[src/rtl/divider_array_issue_ctrl.sv]
// divider_array_issue_ctrl
//
// Issue/collect controller for an external combinational divider array.
// A request (in_n / in_d) is latched onto the array inputs, held for
// SETTLE_CYCLES cycles, then the array outputs are captured and offered to
// the consumer until it accepts them.
//
// Handshakes: a transfer happens on a rising edge where valid and ready are
// both 1. The producer side (in_valid/in_ready) transfers only in IDLE; the
// consumer side (out_valid/out_ready) only in DONE. in_ready and out_valid do
// not depend combinationally on in_valid or out_ready.
//
// Optional feature (macro DIV_OVF_CHECK_EN): divide-by-zero and quotient
// overflow detection on the latched operands. When it is not defined, the
// flags are tied 0 and the array result is passed through untouched.
//
// Ports:
//   clk, rst_n            clock, asynchronous active-low reset
//   in_valid/in_ready     request handshake
//   in_n[15:0], in_d[7:0] dividend, divisor
//   div_n, div_d          registered operands driven to the divider array
//   div_q, div_r          quotient / remainder from the divider array
//   out_valid/out_ready   result handshake
//   out_q, out_r          registered quotient / remainder
//   out_dbz, out_ovf      divide-by-zero / quotient-overflow flags
//   busy                  high whenever the FSM is not IDLE
//   dbg_state[1:0]        current FSM state (0 IDLE, 1 SETTLE, 2 DONE)
module divider_array_issue_ctrl #(
    parameter int SETTLE_CYCLES = 2  // legal range 1..15
) (
    input  logic        clk,
    input  logic        rst_n,
    input  logic        in_valid,
    output logic        in_ready,
    input  logic [15:0] in_n,
    input  logic [7:0]  in_d,
    output logic [15:0] div_n,
    output logic [7:0]  div_d,
    input  logic [7:0]  div_q,
    input  logic [7:0]  div_r,
    output logic        out_valid,
    input  logic        out_ready,
    output logic [7:0]  out_q,
    output logic [7:0]  out_r,
    output logic        out_dbz,
    output logic        out_ovf,
    output logic        busy,
    output logic [1:0]  dbg_state
);

    typedef enum logic [1:0] {
        IDLE   = 2'd0,
        SETTLE = 2'd1,
        DONE   = 2'd2
    } state_t;

    state_t     state;
    logic [3:0] cnt;

    // Result as it will be captured at the end of SETTLE.
    logic       res_dbz;
    logic       res_ovf;
    logic [7:0] res_q;
    logic [7:0] res_r;

`ifdef DIV_OVF_CHECK_EN
    // The quotient fits in 8 bits only when the upper dividend byte is
    // strictly below the divisor; otherwise the array output is meaningless.
    always_comb begin
        res_dbz = (div_d == 8'd0);
        res_ovf = !res_dbz && (div_n[15:8] >= div_d);
        res_q   = (res_dbz || res_ovf) ? 8'hFF : div_q;
        res_r   = res_dbz ? div_n[7:0] : div_r;
    end
`else
    always_comb begin
        res_dbz = 1'b0;
        res_ovf = 1'b0;
        res_q   = div_q;
        res_r   = div_r;
    end
`endif

    // rst_n gating keeps in_ready low while reset is held, so no accept can
    // appear to happen during reset.
    assign in_ready  = (state == IDLE) && rst_n;
    assign busy      = (state != IDLE);
    assign dbg_state = state;

    always_ff @(posedge clk or negedge rst_n) begin
        if (!rst_n) begin
            state     <= IDLE;
            cnt       <= 4'd0;
            div_n     <= 16'd0;
            div_d     <= 8'd0;
            out_q     <= 8'd0;
            out_r     <= 8'd0;
            out_dbz   <= 1'b0;
            out_ovf   <= 1'b0;
            out_valid <= 1'b0;
        end else begin
            case (state)
                IDLE: begin
                    if (in_valid) begin
                        div_n <= in_n;
                        div_d <= in_d;
                        cnt   <= 4'(SETTLE_CYCLES - 1);
                        state <= SETTLE;
                    end
                end
                SETTLE: begin
                    if (cnt == 4'd0) begin
                        out_q     <= res_q;
                        out_r     <= res_r;
                        out_dbz   <= res_dbz;
                        out_ovf   <= res_ovf;
                        out_valid <= 1'b1;
                        state     <= DONE;
                    end else begin
                        cnt <= cnt - 4'd1;
                    end
                end
                DONE: begin
                    // Returning to IDLE here means the earliest next accept
                    // is one edge after the result handshake.
                    if (out_ready) begin
                        out_valid <= 1'b0;
                        state     <= IDLE;
                    end
                end
                default: begin
                    state <= IDLE;
                end
            endcase
        end
    end

endmodule

[config.mk]
export PLATFORM = sky130hd
export DESIGN_NAME = divider_array_issue_ctrl
export DESIGN_NICKNAME = d
export VERILOG_FILES = /design/src/rtl/divider_array_issue_ctrl.sv
export SDC_FILE = /design/constraint.sdc
export NUM_CORES = 1
export LEC_CHECK = 0
export ABC_AREA = 1
export CAP_MARGIN = 25
export CORE_UTILIZATION = 45
export DETAILED_ROUTE_END_ITERATION = 8
export PLACE_DENSITY_LB_ADDON = 0.3
export REMOVE_ABC_BUFFERS = 1
export SLEW_MARGIN = 5
export SYNTH_ARGS = -nofsm -noshare
export SYNTH_HDL_FRONTEND = slang
export SYNTH_SLANG_ARGS = --single-unit
export TNS_END_PERCENT = 5
[constraint.sdc]
create_clock -name clk -period 2.31 [get_ports clk]
set_input_delay 0.462 -clock clk [delete_from_list [all_inputs] [get_ports clk]]
set_output_delay 0.462 -clock clk [all_outputs]
set_load 0.01 [all_outputs]
-- Word level (Yosys, flattened, before mapping)
Index checks and enable logic that the tools add are counted.
- register bits: 47
- bits of input ports: 44
- output and inout bits: 47
- word-level logic and storage cells: 35
- add/subtract/negate cells: 1
- equality and inequality tests: 6
- muxes and demuxes: 10
- reduce and logical (&&, ||, !) cells: 11
- operators with widths (kind ; count):
    $reduce_and A3 Y1 ; 3
    $mux W4 ; 2
    $ne A2 B2 Y1 const B ; 4
    $pmux W4 S2 ; 1
    $mux W2 ; 3
    $pmux W2 S3 ; 1
    $reduce_bool A2 Y1 ; 3
    $logic_not A4 Y1 ; 1
    $reduce_and A2 Y1 ; 2
    $sub A4 B1 Y4 const B ; 1
    $eq A2 B1 Y1 const B ; 1
    $eq A2 B2 Y1 const B ; 1
    $logic_not A2 Y1 ; 1
    $mux W1 ; 2
    $pmux W1 S2 ; 1
    $logic_and A1 B1 Y1 ; 1

-- Depth between registers and ports, before layout
- depth in word-level cells: 3
- mapped depth: 7
- gate-level depth less buffers: 7

-- Worst setup path after synthesis
No wires, ideal clock.
- path type: reg-to-output
- start: reg state[1] (netlist: dbg_state[1])
- end: out in_ready
- arrival: 0.849 ns
- slack: 0.999 ns
- cell stages (with the launch flop): 4
- path buffers: 0
- cell sequence: dfrtp_1 inv_2 nand2_1 nor2_1
- word-level cells in the longest chain between the ends: 2
- ends and longest elaborated chain (item ; line ; text):
    start, declared ; 57 ; state_t state;
    start signal, assigned ; 92 ; state <= IDLE;
    start signal, assigned ; 108 ; state <= SETTLE;
    start signal, assigned ; 118 ; state <= DONE;
    $logic_not A2 Y1 ; 86 ; assign in_ready = (state == IDLE) && rst_n;
    $logic_and A1 B1 Y1 ; 86 ;
    end, declared ; 34 ; output logic in_ready,
No other way between the ends.

-- Worst setup path after layout
Same ends and word-level chain as after synthesis.

==> results.toml <==
[sta]
timing.fmax_mhz = 493
finalCritPeriodShare_pct = 87.8
tightest_slew_ps = 570
maxSlewViolCount = 0
final.setup.tns_ps = 0
period_minus_slack_ps = 2030
setup_viol = 0
clock_skew_ps = 7.25
slew_headroom_pct = 62.0
rsz0062_at_grt = "no"
hold_viol = 0

[clock_network]
cts_setup_buffers = 0
cts.sinks = 47
cts.root.buffer_cell = "clkbuf_8"
cts.clk_slew.worst_paths_ps = 80
numCtsBuffers = 5
clock_latency_ps = 290
holdBufCountCts = 0
cts_resized = 0
clockBufferDepth = 2
cts_tree = "built"
htreeDepth = 2

[min_path]
min_path_type = "input port to asynchronous set/reset pin"

[drt]
drt_iter0_markers = 137
wl_met2_um = 1910
wire_per_inst_um = 11.5
post_drt_via_cell_ratio = 4.47
met1Wirelength_um = 1740
top_layer = "met4"
route.detailed.drc = 16
ant_nets = 0
vias = 1597
wl_met3_um = 427
wl_um = 4120
drtPass1Iterations = 7

[critical_path]
rrSetupSlack_ps = 760
end_kind = "output pin"
critPathTopFamily = "buffers and inverters"
cp_cell_sequence = "inv_2 -> nand2_1 -> nor2_1 -> clkdlybuf4s50_1"
timing.rr.end = "out_q[6]"
critPathRequiredTime_ps = 1850
critPathMaxStageDelay_ps = 540
critical_path_buf_inv_count = 2
critPathMaxFanout = 4
arrival_ps = 1570
critPathKind = "register to output pin"
setup.worst_path.start_class = "register"
slowest_stage = "clkdlybuf4s50_1"
r2r-start = "cnt[0]"
r2r_cells = 5

[logic_synthesis]
yosys_warnings = 0
synth.most_common_cell = "dfrtp_1"
netlist_instances = 216
yosys-top-cells-area = "dfrtp_1 55%, o21ai_2 11%, inv_1 8.0%, nand2_1 7.6%, o21ai_0 4.2%"
synth_seq_area_share_pct = 55.4
ys_types = 21
syn_avg_cell_area_um2 = 9.83
synth_commonest_cells = "47 x dfrtp_1, 45 x inv_1, 43 x nand2_1"
synth_top_area_share_pct = 55.4
synth-async-reset-ratio_pct = 100
syn_area_mm2 = 0.00212
synth_enable_flop_cells = 0
ys.flop_type = "dfrtp_1"
synth_seq_cells = 47
yosys.area.top_type = "dfrtp_1"

[job]
cap_violations = 0

[floorplanning]
core_area_mm2 = 0.00444
dieArea_mm2 = 0.00500
io_pins = 91
rows = 24
die_h_um = 70.7
die_w_um = 70.7
initial_utilization_pct = 47.8

[final_layout]
areaGrowthSynthToFinish_pct = 45.7
diodes = 0
multiInputGateArea_um2 = 667
fill_cells = 366
seq_area_mm2 = 0.00118
stdcell_area_mm2 = 0.00309
drive_above_1_share_pct = 16.1
nets = 350

[grt]
grt_remaining_overflow = 0
antenna_found_initial = 0
grt_max_degree = 48
grt_pass1_vias = 1550
grt_pass1_wl_um = 6730
grt_usage_pct = 17.0

[placement]
portBuffers = 88
placed_cell_area_mm2 = 0.00298
finalWeightedCongestion = 0.744
hpwl_um = 3000

[power]
p_per_area_mw_per_mm2 = 1320
ir_drop_mv = 0.679
power.leakage_nw = 1.52
total_power_w = 0.00407

[status]
violations = "DRC"
status = "finished, violations left"
[power by group]
part           switching, W  total, W  internal, W
registers          0.000236   0.00145      0.00122
clock network      0.000256  0.000606     0.000350
logic              0.000969   0.00202      0.00105
total               0.00146   0.00407      0.00261
[how the worst max path moves through the flow]
stage	from	endpoint	slack [ps]	depth (start not counted)
detailed placement	in_valid	div_n[4]	420	5
global route	dbg_state[1]	in_ready	210	4
CTS	dbg_state[1]	in_ready	270	4
floorplan	dbg_state[1]	cnt[0]	910	5
global placement	in_valid	div_n[2]	490	5
finish	dbg_state[1]	in_ready	280	4
[layout by cell type, fill, tap and decap left out, types with 3 or more instances in the layout]
| cell type | n |
|---|---|
| nand2_2 | 6 |
| nor2_1 | 6 |
| inv_1 | 45 |
| dfrtp_1 | 47 |
| nand2_1 | 43 |
| clkbuf_8 | 6 |
| o21ai_0 | 18 |
| o21ai_2 | 26 |
| nand3_1 | 3 |
| clkdlybuf4s50_1 | 87 |
[registers in the layout, summed over array words and instances, names as in the netlist]
| name | count |
|---|---|
| out_valid | 1 |
| out_r | 8 |
| div_n | 16 |
| div_d | 8 |
| out_q | 8 |
| dbg_state | 2 |
| cnt | 4 |
[area by class of cell]
cell class | count | area share (%)
flip-flops and latches | 47 | 38.0
inverters | 47 | 5.70
well taps | 52 | 2.10
clock buffers | 6 | 2.67
clock inverters | 2 | 1.13
multi-input cells | 113 | 21.6
repair buffers | 90 | 28.8
[routing by layer]
layer  vias to the layer above  global-route usage [%]
met2                        70                    28.1
met1                       702                    21.1
met5                         -                       0
met4                         0                    4.67
li1                        820                       -
met3                         5                    6.27
[kinds of logic (layout without fill, tap and decap cells)]
kind of cell               after synthesis  count (layout)  share of synthesized area, %
AOI/OAI and AO/OA                       45              45                          15.3
xor gates and xnor gates                 1               1                         0.413
adders and majority gates                2               2                          1.18
buffers and inverters                   57             145                          13.4
DFF                                     47              47                          55.4
other                                    1               2                         0.177
and+or+nand+nor                         63              63                          14.1
[stage by stage]
stage          std cells  hold WS, ps  util, %  worst slack [ps]
6_report             357          267     69.6               282
4_1_cts              357          285     69.6               271
3_3_place_gp         349          462     66.9               492
5_1_grt              357          316     69.6               214
2_1_floorplan        207          166        -               914
3_5_place_dp         349          466     66.9               424
Note: power is estimated with default switching activity, not from simulation.
